$ cat config.mk
export PLATFORM = sky130hd
export DESIGN_NAME = clk_gate_ctrl
export DESIGN_NICKNAME = d
export VERILOG_FILES = /design/src/rtl/clk_gate_ctrl.sv
export SDC_FILE = /design/constraint.sdc
export NUM_CORES = 1
export LEC_CHECK = 0
export ABC_AREA = 1
export CAP_MARGIN = 40
export CORE_ASPECT_RATIO = 1.2
export CORE_MARGIN = 2
export CORE_UTILIZATION = 50
export CTS_CLUSTER_DIAMETER = 200
export DETAILED_ROUTE_END_ITERATION = 6
export PLACE_DENSITY = 0.74
export SLEW_MARGIN = 25
export SYNTH_ARGS = -nofsm -noshare
export SYNTH_HDL_FRONTEND = slang
export SYNTH_SLANG_ARGS = --single-unit
$ cat constraint.sdc
create_clock -name clk_i -period 3.9 [get_ports clk_i]
set_input_delay 0.39 -clock clk_i [delete_from_list [all_inputs] [get_ports clk_i]]
set_output_delay 0.39 -clock clk_i [all_outputs]
set_load 0.005 [all_outputs]
$ cat src/rtl/clk_gate_ctrl.sv
// Enable generator for one tc_clk_gating cell: idle-qualified clock-off, settle-timed clock-on,
// driven by a 4-phase req/ack handshake from the power manager. Lives in the always-on domain.
module clk_gate_ctrl #(
    parameter int IDLE_CYCLES   = 4,
    parameter int SETTLE_CYCLES = 2,
    parameter int CNT_W         = 8,
    parameter int STAT_W        = 32
) (
    input  logic              clk_i,
    input  logic              rst_i,
    input  logic              gate_req_i,
    output logic              gate_ack_o,
    input  logic              busy_i,
    input  logic              wake_i,
    output logic              wake_pending_o,
    input  logic              scan_mode_i,
    output logic              en_o,
    output logic              test_en_o,
    output logic [STAT_W-1:0] off_cycles_o
);

    typedef enum logic [1:0] {
        ST_RUN   = 2'd0,
        ST_DRAIN = 2'd1,
        ST_OFF   = 2'd2,
        ST_WAKE  = 2'd3
    } state_t;

    localparam logic [CNT_W-1:0] IDLE_LIM   = CNT_W'(IDLE_CYCLES);
    localparam logic [CNT_W-1:0] SETTLE_LIM = CNT_W'(SETTLE_CYCLES - 1);

    state_t             state_q;
    state_t             state_d;
    logic [CNT_W-1:0]   cnt_q;
    logic [CNT_W-1:0]   cnt_d;
    logic               wake_pend_d;
    logic               leave_off;

    function automatic logic [STAT_W-1:0] sat_inc(input logic [STAT_W-1:0] v);
        sat_inc = (&v) ? v : v + STAT_W'(1);
    endfunction

    always_comb begin
        state_d = state_q;
        cnt_d   = cnt_q;
        case (state_q)
            ST_RUN: begin
                if (gate_req_i) begin
                    state_d = ST_DRAIN;
                    cnt_d   = '0;
                end
            end
            ST_DRAIN: begin
                // Abort takes precedence over busy so a withdrawn request never gates.
                if (!gate_req_i) begin
                    state_d = ST_RUN;
                end else if (busy_i) begin
                    cnt_d = '0;
                end else if (cnt_q == IDLE_LIM) begin
                    state_d = ST_OFF;
                end else begin
                    cnt_d = cnt_q + CNT_W'(1);
                end
            end
            ST_OFF: begin
                if (!gate_req_i) begin
                    state_d = ST_WAKE;
                    cnt_d   = '0;
                end
            end
            ST_WAKE: begin
                if (cnt_q == SETTLE_LIM) begin
                    state_d = ST_RUN;
                end else begin
                    cnt_d = cnt_q + CNT_W'(1);
                end
            end
            default: begin
                state_d = ST_RUN;
                cnt_d   = '0;
            end
        endcase
    end

    assign leave_off = (state_q == ST_OFF) && (state_d != ST_OFF);

    always_comb begin
        wake_pend_d = wake_pending_o;
        if (leave_off) begin
            wake_pend_d = 1'b0;
        end else if ((state_q == ST_OFF) && wake_i) begin
            wake_pend_d = 1'b1;
        end
    end

    // Outputs are registered from the next state so they change on the same edge as the FSM.
    always_ff @(posedge clk_i) begin
        if (rst_i) begin
            state_q        <= ST_RUN;
            cnt_q          <= '0;
            en_o           <= 1'b1;
            gate_ack_o     <= 1'b0;
            wake_pending_o <= 1'b0;
            off_cycles_o   <= '0;
        end else begin
            state_q        <= state_d;
            cnt_q          <= cnt_d;
            en_o           <= (state_d != ST_OFF);
            gate_ack_o     <= (state_d == ST_OFF) || (state_d == ST_WAKE);
            wake_pending_o <= wake_pend_d;
            if (state_q == ST_OFF) begin
                off_cycles_o <= sat_inc(off_cycles_o);
            end
        end
    end

    assign test_en_o = scan_mode_i;

endmodule

==> results of run 1 <==
-- sequential cells by signal, summed over array words and instances (netlist names) --
signal          flops
cnt_q               8
en_o                1
gate_ack_o          1
off_cycles_o       32
state_q             2
wake_pending_o      1
-- per-layer routing --
| metal | routed length [um] | share of wire, % | vias up |
|---|---|---|---|
| li1 | - | - | 1510 |
| met1 | 3210 | 45 | 1292 |
| met2 | 3570 | 49 | 64 |
| met3 | 284 | 3.9 | 12 |
| met4 | 150 | 2.1 | 0 |
| met5 | 0 | 0 | - |
-- where the power goes --
part | internal [uW] | leakage, uW | switching, uW | total [uW]
logic | 19.0 | 0.000843 | 46.2 | 65.2
registers | 465 | 0.000363 | 4.96 | 470
clock network | 255 | 0.0000681 | 168 | 423
total | 739 | 0.00127 | 219 | 958
-- worst max path at each step --
stage                                    endpoint  slack [ps]
floorplan            off_cycles_o[2]$_SDFFE_PP0P_        2230
global placement            cnt_q[4]$_SDFFE_PP0P_        1520
detailed placement          cnt_q[4]$_SDFFE_PP0P_        1530
CTS                 off_cycles_o[25]$_SDFFE_PP0P_        1720
global route         off_cycles_o[2]$_SDFFE_PP0P_        1570
finish              off_cycles_o[25]$_SDFFE_PP0P_        1730
-- cell families (layout without fill, tap and decap cells) --
kind of cell               Yosys count  count (layout)  synth area share (%)
adders and majority gates            4               4                  1.72
xor gates and xnor gates            16              16                  4.82
and+or+nand+nor                    295             295                  42.7
AOI/OAI and AO/OA                   45              45                  10.6
buffers and inverters               57              92                  9.13
DFF                                 45              45                  31.0
-- worst reg2reg max path, cell delays in order, from the launching register on --
cell and delay (ps):
dfxtp_1 420, ha_1 220, nand2_2 80, nor2_4 180, nand2_4 100, nor2_8 160, nand2_4 100, nand2_4 290
inv_2 280, nand2_1 160, a21oi_2 50
-- per-stage QoR --
| stage | area, sq um | power, uW | setup slack, ps | utilization, % |
|---|---|---|---|---|
| after CTS | 3420 | 967 | 1720 | 60.7 |
| after detailed placement | 3280 | 547 | 1530 | 58.3 |
| final | 3420 | 958 | 1730 | 60.7 |
| after global placement | 3280 | 546 | 1520 | 58.3 |
| after floorplan | 2910 | 532 | 2230 | - |
| after global routing | 3420 | 993 | 1570 | 60.7 |
-- synthesized netlist by cell type (all sizes together) (2+ instances only) --
library cell,instances
buf,7
xor2,9
a211oi,3
xnor2,7
a21oi,33
ha,4
clkbuf,6
nand4,9
nand3,26
nor3,2
o21ai,7
dfxtp,45
inv,43
nand2,181
nor2,74
-- layout make-up --
type                            instances  area [sq um]
Fill cell                             549          2210
Clock buffer                            5          68.8
Tap cell                               64          80.1
Inverter                               44           165
Timing Repair Buffer                   40           398
Multi-Input combinational cell        360          1740
Clock inverter                          3          65.1
Sequential cell                        45           901
-- layout by cell type, fill, tap and decap left out, types with 3 or more instances in the layout --
cell type and instances:
clkdlybuf4s50_1 39, nand2_1 173, a21oi_1 14, nand4_1 9, nand2_2 5, nor2_2 3, a21oi_2 19, inv_1 40
inv_2 3, clkbuf_8 5, nand2_4 3, dfxtp_1 45, nand3_1 26, ha_1 4, xor2_1 9, xnor2_1 7
o21ai_0 7, a211oi_1 3, nor2_1 69
==> results by group, run 1 <==
Critical path
  • Most frequent CP cell: nand2_4
  • Slowest cell on crit path: dfxtp_1
  • CP required: just over 4000 ps
  • Critical path depth in cells: 10
  • Worst reg2reg path startpoint: off_cycles_o[0]$_SDFFE_PP0P_
  • Setup CP Type: reg2reg
  • Critical path fanouts, max: 29
  • R2R cell count: 10
  • Worst Path Buf+Inv: 1
  • Critical path arrival: about 2400 ps
  • Critical path startpoint category: flop
  • Crit-path cells: ha_1, nand2_2, nor2_4, nand2_4, nor2_8, nand2_4, nand2_4, inv_2, nand2_1, a21oi_2
  • CP peak stage delay: between 400 and 500 ps
  • Worst reg2reg endpoint: off_cycles_o[25]$_SDFFE_PP0P_
  • CP delay by family, top: simple AND/OR/NAND/NOR gates
  • Flop2flop setup slack: 1730 ps
  • Critical path capture point type: flop
  • Critical Path Source: off_cycles_o[0]$_SDFFE_PP0P_

Worst hold path
  • HP Class: reg2reg
  • Depth of the worst hold-timing path: 2
  • Hold Path End: wake_pending_o$_SDFFE_PP0P_
  • Hold Path Origin: wake_pending_o$_SDFFE_PP0P_

Yosys
  • Dominant cell type by area after synthesis: dfxtp_1
  • Largest cells by area after synthesis: dfxtp_1 (31%), nand2_1 (22%), nor2_1 (8.9%)
  • Mapped Avg Cell Area: about 6.3 sq um
  • Top FF cell, synth: dfxtp_1
  • Mapped Area: just under 3000 sq um
  • Post-synth top area share: a little under a third
  • Number of synthesis warnings: 0
  • Sequential share of the synthesized area: between 30% and 40%
  • Netlist cell types: 31
  • Post-synthesis cell count: 462
  • Synthesized Nets: about 470
  • Post-synth EDFFs: 0
  • Flops & latches, synth: 45
  • FFs w/ async S/R, synth: 0%

Routing
  • Drt first pass iters: 4
  • Post-route ant nets: 0
  • Via count: between 2000 and 3000
  • Starting DRT DRC Count: 200
  • Routed len/inst: between 10 and 15 um
  • Via density: a little over 5
  • DRT Wirelength: 7210 um
  • DRC viols: 0

Timing
  • Fmax: 0.460 GHz
  • Min Hold Slack: approximately 470 ps
  • Slew Limit Fails: 0
  • Max Clock Skew: 5.31 ps
  • Slew headroom: 67.5%
  • Unrepaired setup endpoints after global routing: no
  • Final Hold Vio Count: 0
  • Final worst path period need: approximately 2200 ps
  • Slew of the pin with the lowest slew margin: approximately 500 ps
  • Setup-failing EPs final: 0
  • Fin Setup TNS: 0 ps
  • Fin crit share: a little under three fifths

Global routing
  • Total track usage: approximately a quarter
  • Routing usage on met1: roughly 30%
  • GRT met2 Usage: 39.5%
  • GR Util met3: approximately 3.8%
  • Antenna violations before repair: 0
  • Pin count of the biggest net entering global routing: 34
  • Grt total ovfl: 0
  • GRT busiest layer: met2
  • First-pass GRT wire length: approximately 12000 um
  • Vias in the first global route: 2739

Floorplan
  • Ports: 42
  • Die width: between 70 and 80 um
  • Die area: 6440 sq um
  • Cell Rows: 30
  • Die H: between 80 and 90 um
  • Initial Util: between 50% and 60%
  • Area of the core: 5630 sq um

Pwr
  • Pwr Density: between 200 and 300 nW/um^2
  • P_leak: between 0.001 and 0.0015 uW
  • Peak VDD IR: about 0.00015 V

Place
  • Placed Instances: 553
  • GP Congestion: 0.883
  • Port bufs: 39
  • DP HPWL: 5310 um

Clocking
  • Htree depth: 2
  • Hold_buf cts: 0
  • CTS root buf: clkbuf_8
  • CTS tree: built
  • Clk sinks: 45
  • Clock Tree Buf Depth: 2
  • Setup Buffers After CTS: 0
  • # resized after CTS: 0
  • TritonCTS buffer count: 5
  • CTS clock-pin slew for the worst setup and hold paths: 80 ps
  • Clock Latency Late Sink: ~300 ps

Finish
  • Nets@finish: 506
  • Inserted Diodes: 0
  • Filler-free cell count of the finished design: ~560
  • Syn-to-layout area delta: 17.6%
  • Layout cells sized above 1: under 10%

Status
  • Status: completed

Flow run
  • Total of max-cap violations: 0
Power figures use the tool's default switching activity.
==> run 2, diff against run 1 <==
==> constraint.sdc (replaced) <==
create_clock -name clk_i -period 2.2 [get_ports clk_i]
set_input_delay 0.22 -clock clk_i [delete_from_list [all_inputs] [get_ports clk_i]]
set_output_delay 0.22 -clock clk_i [all_outputs]
set_load 0.005 [all_outputs]
==> results by group, run 2 (same netlist as run 1, synthesis figures left out) <==
Timing
  • Slew Limit Fails: 0 (unchanged)
  • Fin crit share: 87.9% (+32 points)
  • Fin Setup TNS: 0 ps (unchanged)
  • Final worst path period need: 1930 ps (-239 ps)
  • Slew of the pin with the lowest slew margin: 395 ps (-91.3 ps)
  • Setup WS post-layout: 267 ps (-1460 ps)
  • Final Hold Vio Count: 0 (unchanged)
  • Fmax: 0.517 GHz (+12%)
  • Unrepaired setup endpoints after global routing: no
  • Max Clock Skew: 8.53 ps (+3.22 ps)
  • Slew headroom: 73.6% (+6.1 points)
  • Setup-failing EPs final: 0 (unchanged)

Global routing
  • Vias in the first global route: 2670 (-2.5%)
  • Antenna violations before repair: 0 (unchanged)
  • Grt total ovfl: 0 (unchanged)
  • Total track usage: 23.7% (-0.24 points)
  • Pin count of the biggest net entering global routing: 24 (-29%)
  • First-pass GRT wire length: 12100 um (-1.6%)

Finish
  • Max reg flops: 32 (unchanged)
  • FILL cells: 536 (-2.4%)
  • Most frequent cells in the layout: nand2_1 (173), nor2_1 (69), dfxtp_1 (45), inv_1 (40), clkdlybuf4s50_1 (39)
  • FF/Latch Area: 901 sq um (unchanged)
  • Inserted Diodes: 0 (unchanged)
  • Top Registers: off_cycles_o (32), cnt_q (8), state_q (2)
  • Area of the multi-input gates: 1740 sq um (unchanged)
  • Most common cell after layout, fill and taps aside: nand2_1
  • Syn-to-layout area delta: 17.3%
  • Layout cells sized above 1: 9.96% (+0.91 points)
  • Nets@finish: 511 (+0.99%)
  • Largest register by flop count: off_cycles_o

Clocking
  • Clock Latency Late Sink: 310 ps (about the same)
  • CTS clock-pin slew for the worst setup and hold paths: 90 ps (about the same)
  • Hold_buf cts: 0 (unchanged)
  • TritonCTS buffer count: 5 (unchanged)
  • CTS root buf: clkbuf_8
  • # resized after CTS: 0 (unchanged)
  • Htree depth: 2 (unchanged)
  • Setup Buffers After CTS: 0 (unchanged)
  • Clock Tree Buf Depth: 2 (unchanged)
  • CTS tree: built
  • Clk sinks: 45 (unchanged)

Routing
  • Via density: 5.16 (+0.49%)
  • Via count: 2918 (+1.4%)
  • Starting DRT DRC Count: 127 (-37%)
  • Post-route ant nets: 0 (unchanged)
  • DRT Wirelength: 7180 um (-0.44%)
  • Routed len/inst: 12.7 um (-1.3%)
  • Drt first pass iters: 4 (unchanged)
  • DRC viols: 0 (unchanged)

Critical path
  • Critical path fanouts, max: 17 (-41%)
  • CP required: 2450 ps (-1630 ps)
  • R2R cell count: 10 (unchanged)
  • Setup CP Type: reg2reg
  • Critical path startpoint category: flop
  • Critical path arrival: 2180 ps (-170 ps)
  • Critical path capture point type: flop

Floorplan
  • Initial Util: 51.6% (unchanged)
  • Die width: 73.6 um (unchanged)
  • Area of the core: 5630 sq um (unchanged)
  • Ports: 42 (unchanged)
  • Die area: 6440 sq um (unchanged)
  • Die H: 87.5 um (unchanged)
  • Cell Rows: 30 (unchanged)

Pwr
  • Peak VDD IR: 0.000267 V (+73%)
  • Pwr Density: 431 nW/um^2 (+54%)
  • P_leak: 0.00128 uW (about the same)

Place
  • DP HPWL: 5550 um (+4.6%)
  • Port bufs: 39 (unchanged)
  • Pre-CTS setup slack: 288 ps (-1240 ps)
  • GP Congestion: 0.893 (+1.1%)

Worst hold path
  • Depth of the worst hold-timing path: 0 (-2)
  • HP Class: in2out

Status
  • Status: completed

Flow run
  • Total of max-cap violations: 0 (unchanged)
run 2: layout make-up:
| cell class | instances | share of cell area (%) |
|---|---|---|
| well taps | 64 | 2.35 |
| repair buffers | 45 | 12.8 |
| flip-flops and latches | 45 | 26.4 |
| clock buffers | 5 | 2.02 |
| inverters | 44 | 4.85 |
| clock inverters | 3 | 0.514 |
| multi-input cells | 360 | 51.0 |
run 2: through the flow:
stage	total power (uW)	hold WS [ps]	util [%]	instance area, sq um	instances
2_1_floorplan	943	373	-	2910	462
3_3_place_gp	972	440	59.0	3320	558
3_5_place_dp	975	440	59.0	3320	558
4_1_cts	1480	440	60.5	3410	566
5_1_grt	1530	440	60.5	3410	566
6_report	1470	440	60.5	3410	566
run 2: power breakdown:
part,total (uW),internal (uW),switching [uW]
Combinational,122,38.8,83.3
Sequential,833,824,8.76
Clock,514,220,294
run 2: layer usage:
metal	vias up	global-route usage [%]	routed length [um]	share of wire [%]
met2	64	42.7	3650	51
li1	1525	-	-	-
met1	1318	28.4	3120	43
met3	11	3.70	298	4.1
met4	0	7.60	110	1.5
met5	-	0	0	0
run 2: path summary, 6_finish.rpt:
check,slack (ps),endpoint,startpoint
worst max-delay path,270,off_cycles_o[30]$_SDFFE_PP0P_,off_cycles_o[0]$_SDFFE_PP0P_
worst min-delay path,440,test_en_o,scan_mode_i
worst max register to register,270,off_cycles_o[30]$_SDFFE_PP0P_,off_cycles_o[0]$_SDFFE_PP0P_
worst min register to register,470,wake_pending_o$_SDFFE_PP0P_,wake_pending_o$_SDFFE_PP0P_
run 2: worst max-delay path, stage by stage (launching register included):
cell and delay (ps):
dfxtp_1 410, ha_1 220, nand2_2 80, nor2_4 180, nand2_4 100, nor2_8 150, nand2_4 100, nand2_4 160
buf_4 260, nand2_1 100, a21oi_2 130
==> run 3, diff against run 2 <==
--- a/config.mk
+++ b/config.mk
@@ -7,8 +7,6 @@
 export LEC_CHECK = 0
 export ABC_AREA = 1
 export CAP_MARGIN = 40
-export CORE_ASPECT_RATIO = 1.2
-export CORE_MARGIN = 2
 export CORE_UTILIZATION = 50
 export CTS_CLUSTER_DIAMETER = 200
 export DETAILED_ROUTE_END_ITERATION = 6
==> constraint.sdc (replaced) <==
create_clock -name clk_i -period 2.2 [get_ports clk_i]
set_input_delay 0.22 -clock clk_i [delete_from_list [all_inputs] [get_ports clk_i]]
set_output_delay 0.22 -clock clk_i [all_outputs]
set_load 0.01 [all_outputs]
==> results by group, run 3 (same netlist as run 1, synthesis figures left out) <==
Status
  • Status: completed

Critical path
  • Setup CP Type: reg2reg
  • CP required: 2440 ps (about the same)
  • Critical path startpoint category: flop
  • Slowest cell on crit path: dfxtp_1
  • CP peak stage delay: 400 ps (about the same)
  • Crit-path cells: ha_1, nand2_2, nor2_4, nand2_4, nor2_8, nand2_4, nand2_4, buf_4, nand2_1, a21oi_2
  • Critical path arrival: 2170 ps (about the same)
  • Critical path capture point type: flop
  • Most frequent CP cell: nand2_4
  • Critical path fanouts, max: 19 (+2)

Finish
  • FF/Latch Area: 901 sq um (unchanged)
  • Largest register by flop count: off_cycles_o
  • Nets@finish: 512 (+0.20%)
  • Inserted Diodes: 0 (unchanged)
  • Top Registers: off_cycles_o (32), cnt_q (8), state_q (2)
  • Layout cells sized above 1: 10.1% (+0.18 points)
  • FILL cells: 532 (-0.75%)
  • Finished Cell Area: 3470 sq um (+1.9%)
  • Syn-to-layout area delta: 19.5%
  • Area of the multi-input gates: 1740 sq um (unchanged)
  • Max reg flops: 32 (unchanged)
  • Most frequent cells in the layout: nand2_1 (173), nor2_1 (69), dfxtp_1 (45), inv_1 (40), clkdlybuf4s50_1 (39)
  • Most common cell after layout, fill and taps aside: nand2_1
  • Filler-free cell count of the finished design: 575 (+1.6%)

Routing
  • Routed len/inst: 12.5 um (-1.8%)
  • Via count: 2883 (-1.2%)
  • DRT Wirelength: 7160 um (-0.25%)
  • DRC viols: 0 (unchanged)
  • Via density: 5.01 (-2.7%)
  • Post-route ant nets: 0 (unchanged)
  • Drt first pass iters: 5 (+1)
  • Starting DRT DRC Count: 149 (+17%)

Clocking
  • CTS root buf: clkbuf_8
  • Htree depth: 2 (unchanged)
  • Clock Tree Buf Depth: 2 (unchanged)
  • CTS clock-pin slew for the worst setup and hold paths: 80 ps (about the same)
  • Clock Latency Late Sink: 310 ps (about the same)
  • Setup Buffers After CTS: 0 (unchanged)
  • # resized after CTS: 0 (unchanged)
  • Hold_buf cts: 0 (unchanged)
  • TritonCTS buffer count: 5 (unchanged)
  • CTS tree: built
  • Clk sinks: 45 (unchanged)

Pwr
  • Overall Power: 1700 uW (+16%)
  • Switching Power: 385 uW (-0.36%)
  • Cell internal pwr: 1310 uW (+21%)
  • Clock power share: 43.7% (+8.7 points)
  • Logic pwr share: 7.3% (-1.0 points)
  • P_leak: 0.00130 uW (+2.3%)
  • Seq pwr share: 49.0% (-7.7 points)
  • Pwr Density: 490 nW/um^2 (+14%)
  • Net Sw Frac: 22.7% (-3.6 points)
  • Peak VDD IR: 0.000315 V (+18%)

Timing
  • Slew headroom: 71.8% (-1.8 points)
  • Setup-failing EPs final: 0 (unchanged)
  • Setup WS post-layout: 266 ps (-1.28 ps)
  • Fmax: 0.517 GHz (about the same)
  • Slew of the pin with the lowest slew margin: 422 ps (+27.1 ps)
  • Final Hold Vio Count: 0 (unchanged)
  • Slew Limit Fails: 0 (unchanged)
  • Fin Setup TNS: 0 ps (unchanged)
  • Fin crit share: 87.9% (about the same)
  • Unrepaired setup endpoints after global routing: no
  • Max Clock Skew: 9.17 ps (+0.634 ps)
  • Final worst path period need: 1930 ps (+1.28 ps)

Floorplan
  • Die width: 78.2 um (+6.3%)
  • Initial Util: 52.4% (+0.84 points)
  • Die H: 78.2 um (-11%)
  • Ports: 42 (unchanged)
  • Cell Rows: 27 (-10%)
  • Area of the core: 5540 sq um (-1.6%)
  • Die area: 6120 sq um (-5.0%)

Global routing
  • Pin count of the biggest net entering global routing: 24 (unchanged)
  • Vias in the first global route: 2559 (-4.2%)
  • Antenna violations before repair: 0 (unchanged)
  • Total track usage: 25.1% (+1.4 points)
  • Grt total ovfl: 0 (unchanged)
  • First-pass GRT wire length: 12100 um (about the same)

Place
  • GP Congestion: 0.902 (+1.0%)
  • Placed Instances: 567 (+1.6%)
  • Pre-CTS setup slack: 284 ps (-4.83 ps)
  • Area after DPL: 3340 sq um (+0.53%)
  • Port bufs: 39 (unchanged)
  • DP HPWL: 5480 um (-1.3%)

Worst hold path
  • HP Class: in2out

Flow run
  • Total of max-cap violations: 0 (unchanged)
==> run 3: cell types whose count changed in the layout (fill, tap and decap cells not counted), sizes merged <==
cell      change
buf           +1
clkinv        -1
bufinv        +2
clkinvlp      -1
==> run 3: critical path: cells and delay by family (launching register included) <==
family | cells | cell delay [ps]
AO/OA/AOI/OAI | 1 | 130
adder cells (fa/ha/maj) | 1 | 230
flip-flops | 1 | 400
AND/OR/NAND/NOR | 7 | 860
buffers and inverters | 1 | 250
==> run 3: layer usage <==
layer  global-route usage, %  wire length [um]  up-vias
met2                    40.6              3280       53
met4                    7.04                93        0
met3                    3.95               274        9
li1                        -                 -     1522
met5                       0                 0        -
met1                    34.4              3510     1299
==> run 3: area by class of cell <==
| class | count | area share (%) |
|---|---|---|
| repair buffers | 46 | 12.8 |
| well taps | 72 | 2.59 |
| flip-flops and latches | 45 | 25.9 |
| clock inverters | 3 | 1.87 |
| inverters | 44 | 4.76 |
| multi-input cells | 360 | 50.1 |
| clock buffers | 5 | 1.98 |
==> run 3: per-stage QoR <==
stage                     util (%)  hold WS, ps
after floorplan                  -          372
after global placement        60.3          440
after detailed placement      60.3          440
after CTS                     62.7          440
after global routing          62.7          440
final                         62.7          440
==> run 3: worst paths after layout <==
kind                                     start  cells after the start  slack [ps]                            end
hold reg to reg    wake_pending_o$_SDFFE_PP0P_                      2         470    wake_pending_o$_SDFFE_PP0P_
setup reg to reg  off_cycles_o[0]$_SDFFE_PP0P_                     10         270  off_cycles_o[16]$_SDFFE_PP0P_
hold / removal                     scan_mode_i                      0         440                      test_en_o
setup / recovery  off_cycles_o[0]$_SDFFE_PP0P_                     10         270  off_cycles_o[16]$_SDFFE_PP0P_
==> run 3: power groups by stage <==
stage | clock (uW) | sequential [uW] | combinational [uW]
2_1_floorplan | 0 | 853 | 91.6
6_report | 743 | 833 | 123
3_3_place_gp | 0 | 852 | 123
5_1_grt | 797 | 835 | 138
4_1_cts | 762 | 833 | 124
3_5_place_dp | 0 | 852 | 123
